[config.mk]
export PLATFORM = sky130hd
export DESIGN_NAME = ram_block_mover
export DESIGN_NICKNAME = d
export VERILOG_FILES = /design/src/rtl/ram_block_mover.sv
export SDC_FILE = /design/constraint.sdc
export NUM_CORES = 1
export LEC_CHECK = 0
export ABC_CLOCK_PERIOD_IN_PS = 3900
export BUFFER_PORTS_ARGS = -buffer_cell sky130_fd_sc_hd__buf_2
export CORE_ASPECT_RATIO = 1.75
export CORE_MARGIN = 2
export CORE_UTILIZATION = 45
export DETAILED_ROUTE_END_ITERATION = 16
export PLACE_DENSITY = 0.72
export SETUP_SLACK_MARGIN = 0.05
export SLEW_MARGIN = 0
export SYNTH_ARGS = -nofsm -noshare
export SYNTH_HDL_FRONTEND = slang
export SYNTH_SLANG_ARGS = --single-unit
[constraint.sdc]
create_clock -name clk -period 3.9 [get_ports clk]
set_input_delay 0.585 -clock clk [delete_from_list [all_inputs] [get_ports clk]]
set_output_delay 0.585 -clock clk [all_outputs]
set_load 0.01 [all_outputs]
[src/rtl/ram_block_mover.sv]
// Block copy/fill sequencer for the 8x11-bit two-read/one-write RAM, with memmove-style overlap handling.
// Optional write-back verification through read port 2 is enabled with `define RAM_BLOCK_MOVER_VERIFY_EN.
module ram_block_mover #(
    parameter int DATA_W = 11,
    parameter int ADDR_W = 3
) (
    input  logic              clk,
    input  logic              reset,
    input  logic              start,
    input  logic              mode,
    input  logic [ADDR_W-1:0] src_base,
    input  logic [ADDR_W-1:0] dst_base,
    input  logic [ADDR_W:0]   length,
    input  logic [DATA_W-1:0] fill_value,
    input  logic [DATA_W-1:0] Read_Data_1,
`ifdef RAM_BLOCK_MOVER_VERIFY_EN
    input  logic [DATA_W-1:0] Read_Data_2,
    output logic [ADDR_W-1:0] Read_Address_2,
    output logic              verify_err,
`endif
    output logic [ADDR_W-1:0] Read_Address_1,
    output logic [DATA_W-1:0] Write_Data,
    output logic [ADDR_W-1:0] Write_Address,
    output logic              Write_Enable,
    output logic              busy,
    output logic              done,
    output logic              err
);

    localparam logic [2:0] S_IDLE   = 3'd0;
    localparam logic [2:0] S_READ   = 3'd1;
    localparam logic [2:0] S_WRITE  = 3'd2;
    localparam logic [2:0] S_DONE   = 3'd3;
`ifdef RAM_BLOCK_MOVER_VERIFY_EN
    localparam logic [2:0] S_VERIFY = 3'd4;
`endif

    localparam logic [ADDR_W:0]   DEPTH_L = (ADDR_W+1)'(1) << ADDR_W;
    localparam logic [ADDR_W:0]   ONE_L   = (ADDR_W+1)'(1);
    localparam logic [ADDR_W-1:0] STEP_UP = ADDR_W'(1);

    logic [2:0]        r_state;
    logic              r_mode;
    logic              r_desc;
    logic [ADDR_W-1:0] r_src_ptr;
    logic [ADDR_W-1:0] r_dst_ptr;
    logic [ADDR_W:0]   r_count;
    logic [DATA_W-1:0] r_fill;
    logic [DATA_W-1:0] r_data_q;
    logic              r_err;
`ifdef RAM_BLOCK_MOVER_VERIFY_EN
    logic [ADDR_W-1:0] r_vaddr;
    logic              r_verify_err;
`endif

    logic [ADDR_W-1:0] w_dist;
    logic [ADDR_W:0]   w_len_m1;
    logic              w_valid;
    logic              w_desc;
    logic [ADDR_W-1:0] w_src_start;
    logic [ADDR_W-1:0] w_dst_start;
    logic [ADDR_W-1:0] w_step;
    logic [DATA_W-1:0] w_wr_word;
    logic [2:0]        w_resume;

    // A full-ring copy onto a different base would overwrite its own unread source.
    assign w_dist      = dst_base - src_base;
    assign w_len_m1    = length - ONE_L;
    assign w_valid     = (length != '0) && (length <= DEPTH_L)
                         && !(!mode && (length == DEPTH_L) && (dst_base != src_base));
    assign w_desc      = !mode && (w_dist != '0) && ({1'b0, w_dist} < length);
    assign w_src_start = w_desc ? src_base + w_len_m1[ADDR_W-1:0] : src_base;
    assign w_dst_start = w_desc ? dst_base + w_len_m1[ADDR_W-1:0] : dst_base;
    assign w_step      = r_desc ? '1 : STEP_UP;
    assign w_wr_word   = r_mode ? r_fill : r_data_q;
    assign w_resume    = r_mode ? S_WRITE : S_READ;

    // NOTE: sequential state uses non-blocking assignments only, so every register
    // samples the pre-edge values regardless of statement order.
    always_ff @(posedge clk) begin
        if (!reset) begin
            // NOTE: data_q is cleared too; it is a single datapath register, not a memory array.
            r_state   <= S_IDLE;
            r_mode    <= 1'b0;
            r_desc    <= 1'b0;
            r_src_ptr <= '0;
            r_dst_ptr <= '0;
            r_count   <= '0;
            r_fill    <= '0;
            r_data_q  <= '0;
            r_err     <= 1'b0;
`ifdef RAM_BLOCK_MOVER_VERIFY_EN
            r_vaddr      <= '0;
            r_verify_err <= 1'b0;
`endif
        end else begin
            case (r_state)
                S_IDLE: begin
                    if (start) begin
                        if (w_valid) begin
                            r_mode    <= mode;
                            r_desc    <= w_desc;
                            r_src_ptr <= w_src_start;
                            r_dst_ptr <= w_dst_start;
                            r_count   <= length;
                            r_fill    <= fill_value;
                            r_err     <= 1'b0;
`ifdef RAM_BLOCK_MOVER_VERIFY_EN
                            r_verify_err <= 1'b0;
`endif
                            r_state   <= mode ? S_WRITE : S_READ;
                        end else begin
                            r_err <= 1'b1;
                        end
                    end
                end
                S_READ: begin
                    r_data_q <= Read_Data_1;
                    r_state  <= S_WRITE;
                end
                S_WRITE: begin
                    r_src_ptr <= r_src_ptr + w_step;
                    r_dst_ptr <= r_dst_ptr + w_step;
                    r_count   <= r_count - ONE_L;
`ifdef RAM_BLOCK_MOVER_VERIFY_EN
                    r_vaddr   <= r_dst_ptr;
                    r_state   <= S_VERIFY;
`else
                    r_state   <= (r_count == ONE_L) ? S_DONE : w_resume;
`endif
                end
`ifdef RAM_BLOCK_MOVER_VERIFY_EN
                S_VERIFY: begin
                    if (Read_Data_2 != w_wr_word) begin
                        r_verify_err <= 1'b1;
                    end
                    r_state <= (r_count == '0) ? S_DONE : w_resume;
                end
`endif
                S_DONE:  r_state <= S_IDLE;
                default: r_state <= S_IDLE;
            endcase
        end
    end

    // NOTE: every output gets a default first, so no path through this block infers a latch.
    always_comb begin
        Read_Address_1 = '0;
        Write_Address  = '0;
        Write_Data     = '0;
        Write_Enable   = 1'b0;
        if (r_state == S_READ) begin
            Read_Address_1 = r_src_ptr;
        end
        if (r_state == S_WRITE) begin
            Write_Address = r_dst_ptr;
            Write_Data    = w_wr_word;
            Write_Enable  = reset;
        end
    end

    assign busy = (r_state != S_IDLE);
    assign done = (r_state == S_DONE);
    assign err  = r_err;

`ifdef RAM_BLOCK_MOVER_VERIFY_EN
    assign Read_Address_2 = (r_state == S_VERIFY) ? r_vaddr : '0;
    assign verify_err     = r_verify_err;
`endif

endmodule

# Word level (Yosys, flattened, before mapping)
# Cells that the tools add are included.
# word_totals
regBits	38
in_bits	36
elab_cells	67
# classes
n_mux	24
n_lt_le_gt_ge	2
reduce_logical	17
add_sub_neg	7
eq_ne	8
# ops
cell	n
$mux W3	11
$mux W11	2
$add A3 B3 Y3	4
$pmux W3 S2	2
$pmux W3 S3	1
$mux W4	2
$pmux W4 S2	1
$eq A3 B2 Y1 const B	2
$logic_and A1 B1 Y1	6
$mux W2	3
$reduce_and A3 Y1	2
$reduce_bool A3 Y1	2
$eq A4 B1 Y1 const B	1
$eq A4 B4 Y1 const B	1
$le A4 B4 Y1 const B	1
$lt A3 B4 Y1	1
$ne A2 B2 Y1 const B	2
$reduce_and A2 Y1	2
$reduce_bool A4 Y1	1
$sub A4 B1 Y4 const B	1
$eq A3 B1 Y1 const B	1
$logic_not A3 Y1	1
$ne A3 B3 Y1	1
$sub A3 B1 Y3 const B	1
other kinds (4)	6

# Logic depth before layout (Yosys ltp)
# depth
ltp_word	8
depth_mapped	13

# Least setup slack after synthesis
# No wires, ideal clock.
# synth_path
kind	input-to-reg
startpoint	input dst_base[0]
endpoint	register r_dst_ptr[1]
setup_slack_ps	1119
required_ps	3784
path_stages	11
t_arrival_ps	2665
setup_ps	116
cell_sequence	inv_1 -> ha_1 -> inv_1 -> fa_1 -> ha_1 -> a2111oi_0 -> o32a_1 -> buf_2 -> mux2i_1 -> a21oi_1 -> a31o_1
# synth_via
elab_chain_len	8
word_cells_on_any_way	16
classes_between	add/sub (2); order compare (1); eq/ne (2); mux (4); reduce/logical (7)
# synth_rtl
item	line_no	source
from (decl)	12	input logic [ADDR_W-1:0] dst_base,
branches (longest 8 deep; another with $lt A3 B4 Y1)	-	
to (signal assigned)	104	r_dst_ptr <= w_dst_start;
to (signal assigned)	123	r_dst_ptr <= r_dst_ptr + w_step;
to (decl)	46	logic [ADDR_W-1:0] r_dst_ptr;
# Parallel ways; which one is timed is not known. The select of a mux whose other input is x is not followed.
# A chain may end at the register's enable or synchronous reset.

# Worst setup path in the final report
# layout_path
startpoint	input dst_base[0]
endpoint	register r_src_ptr[1]
# layout_via
elab_chain_len	8
word_cells_on_any_way	15
classes_between	add/sub (1); order compare (1); eq/ne (2); mux (4); reduce/logical (7)
# layout_rtl
item	line_no	source
branches (longest 8 deep; another with $lt A3 B4 Y1)	-	
to (signal assigned)	103	r_src_ptr <= w_src_start;
to (signal assigned)	122	r_src_ptr <= r_src_ptr + w_step;
to (decl)	45	logic [ADDR_W-1:0] r_src_ptr;
# Parallel ways; which one is timed is not known. The select of a mux whose other input is x is not followed.

==> impl_metrics.ini <==
[clock_network]
postCtsHoldBufs = 0
post-cts-setup-buffers = 0
htreeDepth = 2
clk_latency_ns = 0.29
root_buffer = clkbuf_8
numCtsBuffers = 5
clk_pin_slew_ns = 0.07
post_cts_resize_count = 0
cts_tree = done
clock_path_buffers = 2
cts_num_sinks = 37

[timing]
fmax_mhz = 348.6
hold_viol = 0
finalSetupViolations = 0
setup_tns_ns = 0
drv_slew = 0
rsz0062_at_grt = false
post-route-period-util_pct = 73.55
period_minus_slack_ns = 2.868
fin_ws_ns = 1.032
worst_slew_pin_slew_ns = 1.034
slew_headroom_pct = 31.06
finClkSkew_ns = 0.004944

[layout]
antenna_cells = 0
area_delta_synth_final_pct = 16.00
layout_common_cells = nand2_1, buf_2, dfxtp_1, a21boi_1, nor2_1
drive_gt1_share_pct = 20.12
design_area_sq_um = 2668
final_nets = 383
mostFrequentLayoutCell = nand2_1

[power_and_ir_drop]
cellPowerDensity_nw_per_um2 = 356.0
p_leak_nw = 1.130
irDropWorstVdd_v = 0.0002460

[synth]
ys_types = 45
synthCells = 285
yosys_warnings = 0
synth-edff-count = 0
yosysSeqAreaShare_pct = 32.21
yosysTopAreaCell = dfxtp_1
syn_area_sq_um = 2300
yosys_register_bits = 37
synth_area_leaders = dfxtp_1, nand2_1, a21boi_1
avgSynthCellArea_sq_um = 8.069
synth_ff_type = dfxtp_1
syn-num-nets = 335
yosys.area.top_type_share_pct = 32.21
synthArstFlopShare_pct = 0

[outcome]
outcome = finished clean

[min_path]
hold_path_class = flip-flop to flip-flop

[drt]
post_drt_wl_per_cell_microns = 14.70
via_count = 2119
avgViaCountPerCell = 5.475
drt-pass1-iter-count = 4
antenna_left = 0
drc = 0
finalWirelength_mm = 5.690
drt_iter0_drc = 95

[run]
cap_viol_max_count = 0

[setup_path]
cp_slowest_stage_delay_ns = 0.48
rrSetupSlack_ns = 1.68
slowest_stage = o32a_1
worstPathMaxFanout = 7
cp_cell_sequence = buf_2, inv_1, ha_1, inv_1, fa_1, ha_1, a2111oi_0, o32a_1, mux2i_1, a21oi_1, a31o_1
cp.required_ns = 4.09
path_class = input port to flip-flop
critPathCaptureType = flip-flop
worstPathArrival_ns = 3.05
startpoint_type = input port

[placed_design]
place_ws_ns = 0.7272
port_buffers = 56
place_area_sq_um = 2577
place_congestion = 0.8028
hpwl_mm = 4.187

[floorplanning]
die_area_sq_um = 5721
fp-row-count = 34
initial_core_util_pct = 46.60
die_h_microns = 98.57
io_pins = 57
die_w_microns = 58.04
core_region_area_sq_um = 4935

[grt]
grt_pass1_wl_mm = 9.404
antenna_found_initial = 0
grt_pass1_vias = 2100
grt_usage_pct = 20.91
globalRouteOverflowTotal = 0
grt_max_degree = 41
-- layer usage --
layer  up-vias  GRT usage [%]  routed length (microns)
met5         -              0                        0
met4         0          10.02                      189
met3        14          3.281                      246
met2        66          37.59                     2972
met1       983          23.07                     2282
li1       1056              -                        -
-- power by group --
group,switching (mW),internal [mW]
combinational,0.138,0.103
sequential,0.0265,0.408
clock,0.135,0.140
total,0.299,0.650
-- area by class of cell --
| type | count | area [sq um] |
|---|---|---|
| fillers | 468 | 2267 |
| multi-input cells | 215 | 1418 |
| flip-flops and latches | 37 | 740.7 |
| repair buffers | 57 | 287.8 |
| clock buffers | 6 | 82.58 |
| well taps | 54 | 67.56 |
| inverters | 17 | 63.81 |
| clock inverters | 1 | 7.507 |
-- flip-flops by register name, summed over array words and instances, names as in the netlist --
| register | count |
|---|---|
| r_count | 4 |
| r_fill | 11 |
| r_state | 2 |
| r_desc | 1 |
| r_mode | 1 |
| r_src_ptr | 3 |
| r_data_q | 11 |
| r_dst_ptr | 3 |
| err | 1 |
-- worst paths after layout --
check                                                from                        end  depth (start not counted)
worst max register to register    r_state[1]$_SDFFE_PN0P_  r_dst_ptr[0]$_SDFFE_PN0P_                          6
worst min-delay path            r_data_q[10]$_SDFFE_PN0P_  r_data_q[10]$_SDFFE_PN0P_                          2
worst max-delay path                          dst_base[0]  r_src_ptr[1]$_SDFFE_PN0P_                         11
worst min register to register  r_data_q[10]$_SDFFE_PN0P_  r_data_q[10]$_SDFFE_PN0P_                          2
-- cells in the mapped netlist (2+ instances only) --
master	count
nand2_1	59
dfxtp_1	37
a21boi_1	25
nor2_1	23
inv_1	17
mux2i_1	17
clkbuf_1	11
a21oi_1	9
ha_1	9
and2_1	6
nor3_1	6
xnor2_1	6
fa_1	5
nand2b_1	5
nand3_1	4
nor2b_1	4
a31o_1	3
o21ai_1	3
a31oi_1	2
and3_1	2
buf_2	2
buf_6	2
o211a_1	2
o211ai_1	2
o21a_1	2
or3_1	2
xor2_1	2
-- cells by family (layout without fill, tap and decap cells) --
group	Yosys count	in the layout	share of synthesized area (%)
flops	37	37	32.21
mux	17	17	7.399
compound gates	59	59	18.82
xor+xnor	8	8	3.047
buf+inv	33	81	6.148
fa+ha+maj	14	14	9.249
simple gates	117	117	23.12
-- through the flow --
step | total power [mW] | std cells | util (%) | hold WS (ns)
after floorplan | 0.6151 | 285 | - | 0.4344
after global placement | 0.6758 | 380 | 52.23 | 0.4414
after detailed placement | 0.6842 | 380 | 52.23 | 0.4465
after CTS | 0.9581 | 387 | 54.06 | 0.4566
after global routing | 1.009 | 387 | 54.06 | 0.4782
final | 0.9496 | 387 | 54.06 | 0.4542
-- worst max-delay path, delay by kind of cell --
family                   cells  cell delay [ns]
adder cells (fa/ha/maj)      3             0.88
buffers and inverters        3             0.21
AO/OA/AOI/OAI                4             1.13
multiplexers                 1             0.24
Note: power is estimated with default switching activity, not from simulation.
